**src/rtl/instr_fetch_unit.sv**
```systemverilog
// Instruction fetch: owns the PC, reads a combinational ROM, and buffers {pc, instr} for decode.
// Head entry is valid 1 cycle after a push; with the buffer full and no pop, the PC stalls and order is preserved.
module instr_fetch_unit #(
    parameter int               PC_LEN     = 32,
    parameter int               INSTR_LEN  = 32,
    parameter logic [PC_LEN-1:0] RST_PC    = 32'h8000_0000,
    parameter int               FIFO_DEPTH = 2
) (
    input  logic                 clk,
    input  logic                 rst,
    output logic [PC_LEN-1:0]    rom_idx_o,
    input  logic [INSTR_LEN-1:0] rom_data_i,
    input  logic                 halt_i,
    input  logic                 redirect_i,
    input  logic [PC_LEN-1:0]    redirect_pc_i,
    output logic                 if_valid_o,
    output logic [PC_LEN-1:0]    if_pc_o,
    output logic [INSTR_LEN-1:0] if_instr_o,
    input  logic                 id_ready_i,
    output logic                 misalign_o
);

    localparam int PTR_W = $clog2(FIFO_DEPTH);
    localparam int CNT_W = PTR_W + 1;

    logic [PC_LEN-1:0]    pc_q, pc_d;
    logic [PTR_W-1:0]     rptr_q, rptr_d, wptr_q, wptr_d;
    logic [CNT_W-1:0]     count_q, count_d;
    logic                 misalign_q, misalign_d;
    logic                 push, pop;
    logic                 redir_bit0_unused;

    logic [PC_LEN-1:0]    pc_mem    [FIFO_DEPTH];
    logic [INSTR_LEN-1:0] instr_mem [FIFO_DEPTH];

    assign redir_bit0_unused = redirect_pc_i[0];

    assign if_valid_o = (count_q != '0);
    assign pop        = if_valid_o & id_ready_i & ~redirect_i;
    // A full buffer may still accept a push when the head leaves in the same cycle.
    assign push       = ~redirect_i & ~halt_i & ((count_q < CNT_W'(FIFO_DEPTH)) | pop);

    always_comb begin
        pc_d       = pc_q;
        rptr_d     = rptr_q;
        wptr_d     = wptr_q;
        count_d    = count_q;
        misalign_d = misalign_q;
        if (redirect_i) begin
            pc_d       = {redirect_pc_i[PC_LEN-1:1], 1'b0};
            rptr_d     = '0;
            wptr_d     = '0;
            count_d    = '0;
            misalign_d = misalign_q | redirect_pc_i[1];
        end else begin
            if (push) begin
                pc_d   = pc_q + PC_LEN'(4);
                wptr_d = wptr_q + PTR_W'(1);
            end
            if (pop) begin
                rptr_d = rptr_q + PTR_W'(1);
            end
            count_d = count_q + CNT_W'(push) - CNT_W'(pop);
        end
    end

    always_ff @(posedge clk) begin
        if (rst) begin
            pc_q       <= RST_PC;
            rptr_q     <= '0;
            wptr_q     <= '0;
            count_q    <= '0;
            misalign_q <= 1'b0;
        end else begin
            pc_q       <= pc_d;
            rptr_q     <= rptr_d;
            wptr_q     <= wptr_d;
            count_q    <= count_d;
            misalign_q <= misalign_d;
        end
    end

    always_ff @(posedge clk) begin
        if (!rst && push) begin
            pc_mem[wptr_q]    <= pc_q;
            instr_mem[wptr_q] <= rom_data_i;
        end
    end

    assign rom_idx_o  = pc_q;
    assign if_pc_o    = if_valid_o ? pc_mem[rptr_q]    : '0;
    assign if_instr_o = if_valid_o ? instr_mem[rptr_q] : '0;
    assign misalign_o = misalign_q;

endmodule

```
**config.mk**
```make
export PLATFORM = sky130hd
export DESIGN_NAME = instr_fetch_unit
export DESIGN_NICKNAME = d
export VERILOG_FILES = /design/src/rtl/instr_fetch_unit.sv
export SDC_FILE = /design/constraint.sdc
export NUM_CORES = 1
export LEC_CHECK = 0
export ABC_CLOCK_PERIOD_IN_PS = 10600
export BUFFER_PORTS_ARGS = -buffer_cell sky130_fd_sc_hd__buf_2
export CORE_ASPECT_RATIO = 1.5
export CORE_UTILIZATION = 40
export CTS_BUF_LIST = sky130_fd_sc_hd__clkbuf_4 sky130_fd_sc_hd__clkbuf_8
export DETAILED_ROUTE_END_ITERATION = 16
export SLEW_MARGIN = 10
export SYNTH_ARGS = -nofsm -noshare
export SYNTH_HDL_FRONTEND = slang
export SYNTH_SLANG_ARGS = --single-unit
```
**constraint.sdc**
```tcl
create_clock -name clk -period 10.6 [get_ports clk]
set_clock_uncertainty 0.1 [all_clocks]
set_input_delay 2.12 -clock clk [delete_from_list [all_inputs] [get_ports clk]]
set_output_delay 2.12 -clock clk [all_outputs]
set_load 0.02 [all_outputs]
```
* Word level (Yosys, flattened, before mapping)
Memory sizes are Yosys's and may differ from the RTL's. A register that Yosys moved wholly into a read port is not among the register bits.
Index checks and enable logic that the tools add are counted.
** Word-level totals
- RAM bits :: 128
- Memories :: 2
- Word-level logic and storage cells :: 37
- Bits in registers :: 37
** Cells by class
- Multiplexer cells :: 10
- Bitwise logic cells :: 8
- Add/sub/neg operators :: 5
- Reduce and logical (&&, ||, !) cells :: 5
- Order comparisons :: 1
** Memories
- instr_mem :: depth 2, width 32, rd ports 1, clocked after memory_dff 1, write ports 1, line 34 : logic [INSTR_LEN-1:0] instr_mem [FIFO_DEPTH];
- pc_mem :: depth 2, width 32, rd ports 1, clocked after memory_dff 1, write ports 1, line 33 : logic [PC_LEN-1:0] pc_mem [FIFO_DEPTH];
** Operator list (number)
- 32-bit two-way mux :: 4
- 32-bit by 3-bit adder with 32-bit output, second input constant :: 1
- 1-bit two-way mux :: 6
- 1-bit bitwise AND :: 4
- 2-bit nonzero test :: 2
- 1-bit adder, second input constant :: 2
- 2-bit by 1-bit adder with 2-bit output :: 1
- 2-bit < comparator, second input constant :: 1
- 1-bit NOT :: 2
- 1-bit OR :: 2
- 2-bit OR reduction :: 1
- 2-bit by 1-bit subtractor with 2-bit output :: 1
- 1-bit logical AND :: 1
- 1-bit zero test :: 1

* Longest topological paths before layout
- Depth after elaboration :: 8
- Depth in mapped cells :: 8
- Mapped depth without buffers :: 8

* Worst setup path after synthesis
No wires, ideal clock.
- Path kind :: input-to-reg
- From :: in redirect_i
- To :: mem instr_mem[1][0], enable pin
- Stages :: 4
- Path slack :: 2.515 ns
- Arrival time :: 7.411 ns
- Path buffers :: 2
- Path through :: clkbuf_1 -> or3_1 -> clkbuf_1 -> nor3b_1
** Between the ends
- Cells in the longest elaborated chain, start to end :: 7
** RTL lines
- start: declaration :: line 14 : input logic redirect_i,
- 1-bit NOT * :: line 39, 41
- 1-bit bitwise AND :: line 39 : assign pop = if_valid_o & id_ready_i & ~redirect_i;
- 1-bit OR :: line 41 : assign push = ~redirect_i & ~halt_i & ((count_q < CNT_W'(FIFO_DEPTH)) | pop);
- 1-bit bitwise AND * :: line 41
- 1-bit logical AND * :: line 84 : if (!rst && push) begin
- 1-bit two-way mux * :: line 84
- 1-bit two-way mux (not written as such) * :: line 86 : instr_mem[wptr_q] <= rom_data_i;
- end: declaration :: line 34
Mark *: on every way between the ends. The rest lies on a longest branch, timed or not.

==> impl_metrics.py <==
metrics = {
    "status": {
        "status": "completed",
    },
    "synthesis": {
        "synth-xor-area-share_pct": 2.59,
        "synthSimpleGateAreaFrac_pct": 12.8,
        "synthArstFlopShare_pct": 0,
        "synth.area.top_cells": "edfxtp_1, dfxtp_1, mux2i_1",
        "synth_top_area_share_pct": 56.0,
        "synthFlopType": "edfxtp_1",
        "synth_fa_ha_area_share_pct": 0.370,
        "post-synth-top-area-cell": "edfxtp_1",
        "synth_top_family_by_area": "simple AND/OR/NAND/NOR gates",
        "synth-seq-cells": 163,
        "syn_inst": 527,
        "yosysWarnings": 0,
        "synth.mux.area_fraction_pct": 9.78,
        "ys_seq_area_share_pct": 67.0,
        "synth.avg_cell_area_sq_um": 12.8,
        "synth-compound-area-share_pct": 5.04,
        "yosysUniqueCellTypes": 41,
        "synth_edf_count": 126,
        "netlist_area_sq_um": 6760,
    },
    "layout": {
        "syn_to_final_growth_pct": 20.6,
        "design_area_sq_um": 8150,
        "drive_gt1_share_pct": 29.8,
        "fillers": 1504,
        "fin_nets": 757,
        "fin_util_pct": 49.9,
        "instances_no_fill": 905,
    },
    "grt": {
        "grt_first_pass_wirelength_um": 23500,
        "grt_usage_pct": 18.0,
        "met2_usage_pct": 31.9,
        "use_met1_pct": 19.7,
        "globalRouteMet3Util_pct": 4.64,
        "grt_max_degree": 47,
        "globalRoute.busiestLayer": "met2",
        "gr-total-overflow": 0,
        "grt_pass1_vias": 4541,
        "antenna_found_initial": 2,
    },
    "routing": {
        "wl_per_cell_um": 17.0,
        "first_iter_violations": 240,
        "finalWirelength_um": 15400,
        "firstDrtPassIters": 4,
        "drt.antenna.violating_nets": 0,
        "via_count": 4633,
        "post-route-drc-count": 0,
        "drt-vias-per-instance": 5.12,
    },
    "die": {
        "start_util_pct": 41.4,
        "chipWidth_um": 108,
        "rows": 57,
        "die_area_sq_um": 17400,
        "core_area_sq_um": 16300,
        "die_h_um": 161,
        "ios": 167,
    },
    "run": {
        "drv_cap": 0,
    },
    "pwr": {
        "ir_drop_uv": 69.7,
        "p_leak_uw": 0.00306,
        "powerDensity_nw_per_um2": 153,
    },
    "setup_path": {
        "r2r_slack_ps": 7860,
        "timing.rr.end": "rom_idx_o[27]",
        "cp-end-kind": "output port",
        "worst-path-max-fanout": 46,
        "path_class": "flip-flop to output port",
        "start_kind": "flip-flop",
        "ff2ff_path_depth": 5,
        "r2r_start": "rom_idx_o[4]",
        "critical_path_required_ps": 8380,
        "critPathArrivalTime_ps": 2300,
    },
    "place": {
        "hpwl_um": 10600,
        "gp_congestion": 0.773,
        "port_buffers": 163,
        "placed_area_sq_um": 7780,
        "dp.cells": 873,
    },
    "hold_path": {
        "worstHoldEndpoint": "pc_mem[0][1]",
        "hold_start": "rom_idx_o[1]",
        "min_path_cells": 0,
        "worst_hold_path_type": "flip-flop to flip-flop",
    },
    "clocking": {
        "post-cts-setup-buffers": 0,
        "root_buffer": "clkbuf_8",
        "hold_buffers": 0,
        "clk_latency_ps": 440,
        "cts.path.max_buffers": 2,
        "clk_pin_slew_worst_paths_ps": 80,
        "cts.sinks": 163,
        "cts_tree": "built",
        "post_cts_resized": 0,
        "cts_buffers": 17,
        "htreeDepth": 4,
    },
    "timing": {
        "fmax_mhz": 221,
        "tns_ps": 0,
        "setup_viol": 0,
        "fin_crit_ps": 4520,
        "final_hold_viol_count": 0,
        "relSlewSlack_pct": 38.8,
        "drv_slew": 0,
        "min_period_over_period_pct": 42.6,
        "fin_worst_hold_slack_ps": 388,
        "max_slew.worst_pin.slew_ps": 910,
        "rsz0062_at_grt": "false",
    },
}
[registers in the layout (all words and copies together), names as in the netlist, named ones only]
register / cells
pc_mem: 62
rptr_q: 1
instr_mem: 64
wptr_q: 1
rom_idx_o: 31
count_q: 2
misalign_o: 1
[worst max-delay path by stage]
stage                       to  depth (start not counted)
6_report           if_pc_o[13]                          4
5_1_grt            if_pc_o[15]                          4
4_1_cts            if_pc_o[13]                          4
3_5_place_dp     rom_idx_o[27]                          6
3_3_place_gp     rom_idx_o[27]                          6
2_1_floorplan  instr_mem[1][0]                          4
[synthesized netlist by cell type (2+ instances only)]
master    count
nand3_1      10
and4_1        2
o31a_1        6
a21oi_1       9
nand4_1      10
clkbuf_1     26
a31oi_1       2
mux2i_1      66
dfxtp_1      37
or3_1         3
and3_1        9
nor3_1       11
nor4_1        4
o21a_1        4
buf_4         2
nor3b_1       2
nand4b_1      2
edfxtp_1    126
ha_1          2
and2_1        5
o21ai_0       4
nand2_1      24
buf_1         2
o211ai_1      2
xnor2_1       5
nor2b_1       2
or3_4         2
a311oi_1      3
nor2_1      100
inv_1         9
a211oi_1     12
xor2_1       15
[cell usage in the layout (no fill, tap or decap), drive strengths merged, types with 2 or more instances in the layout]
cell and instances:
buf 170, edfxtp 126, nor2 100, mux2i 66, dfxtp 37, nand2 24
clkbuf 18, xor2 15, inv 14, a211oi 12, nor3 11, nand3 10
nand4 10, and3 9, a21oi 9, o31a 6, and2 5, xnor2 5
clkinvlp 5, or3 5, nor4 4, o21ai 4, o21a 4, a311oi 3
nor2b 2, and4 2, o211ai 2, nand4b 2, a31oi 2, ha 2
conb 2, nor3b 2, clkinv 2
[layout make-up]
class | count | area, sq um | area share (%)
inverter | 9 | 33.8 | 0.415
timing repair buffer | 170 | 868 | 10.7
clock inverter | 13 | 126 | 1.55
tap | 206 | 258 | 3.16
clock buffer | 18 | 241 | 2.96
multi-input combinational | 325 | 2090 | 25.6
sequential | 163 | 4530 | 55.6
antenna | 1 | 2.50 | 0.0307
[stage by stage]
stage | setup slack, ps | power [uW]
after detailed placement | 6160 | 841
after floorplan | 2510 | 796
final | 6080 | 1250
after global routing | 5970 | 1300
after CTS | 6040 | 1270
after global placement | 6220 | 838
[critical path, stage by stage (launching register included)]
cell and delay (ps):
dfxtp_4 550, buf_4 690, mux2i_1 180, nor2_1 180, buf_2 190
[cell families (layout without fill, tap and decap cells)]
kind of cell | after synthesis | in the layout
buf+inv | 40 | 210
xor+xnor | 20 | 20
mux | 66 | 66
simple gates | 188 | 188
fa+ha+maj | 2 | 2
other cells | 1 | 3
flops | 163 | 163
compound gates | 47 | 47
[power breakdown]
part           switching [uW]  internal [uW]  leakage [uW]
registers                18.3            706       0.00145
clock network             235            191      0.000172
logic                    62.8           37.2       0.00144
[routing by layer]
layer  wire length (um)  vias to the layer above
li1                   -                     2238
met1               6100                     2218
met2               8040                      146
met3                768                       29
met4                442                        2
met5                 13                        -
Note: power is estimated with default switching activity, not from simulation.
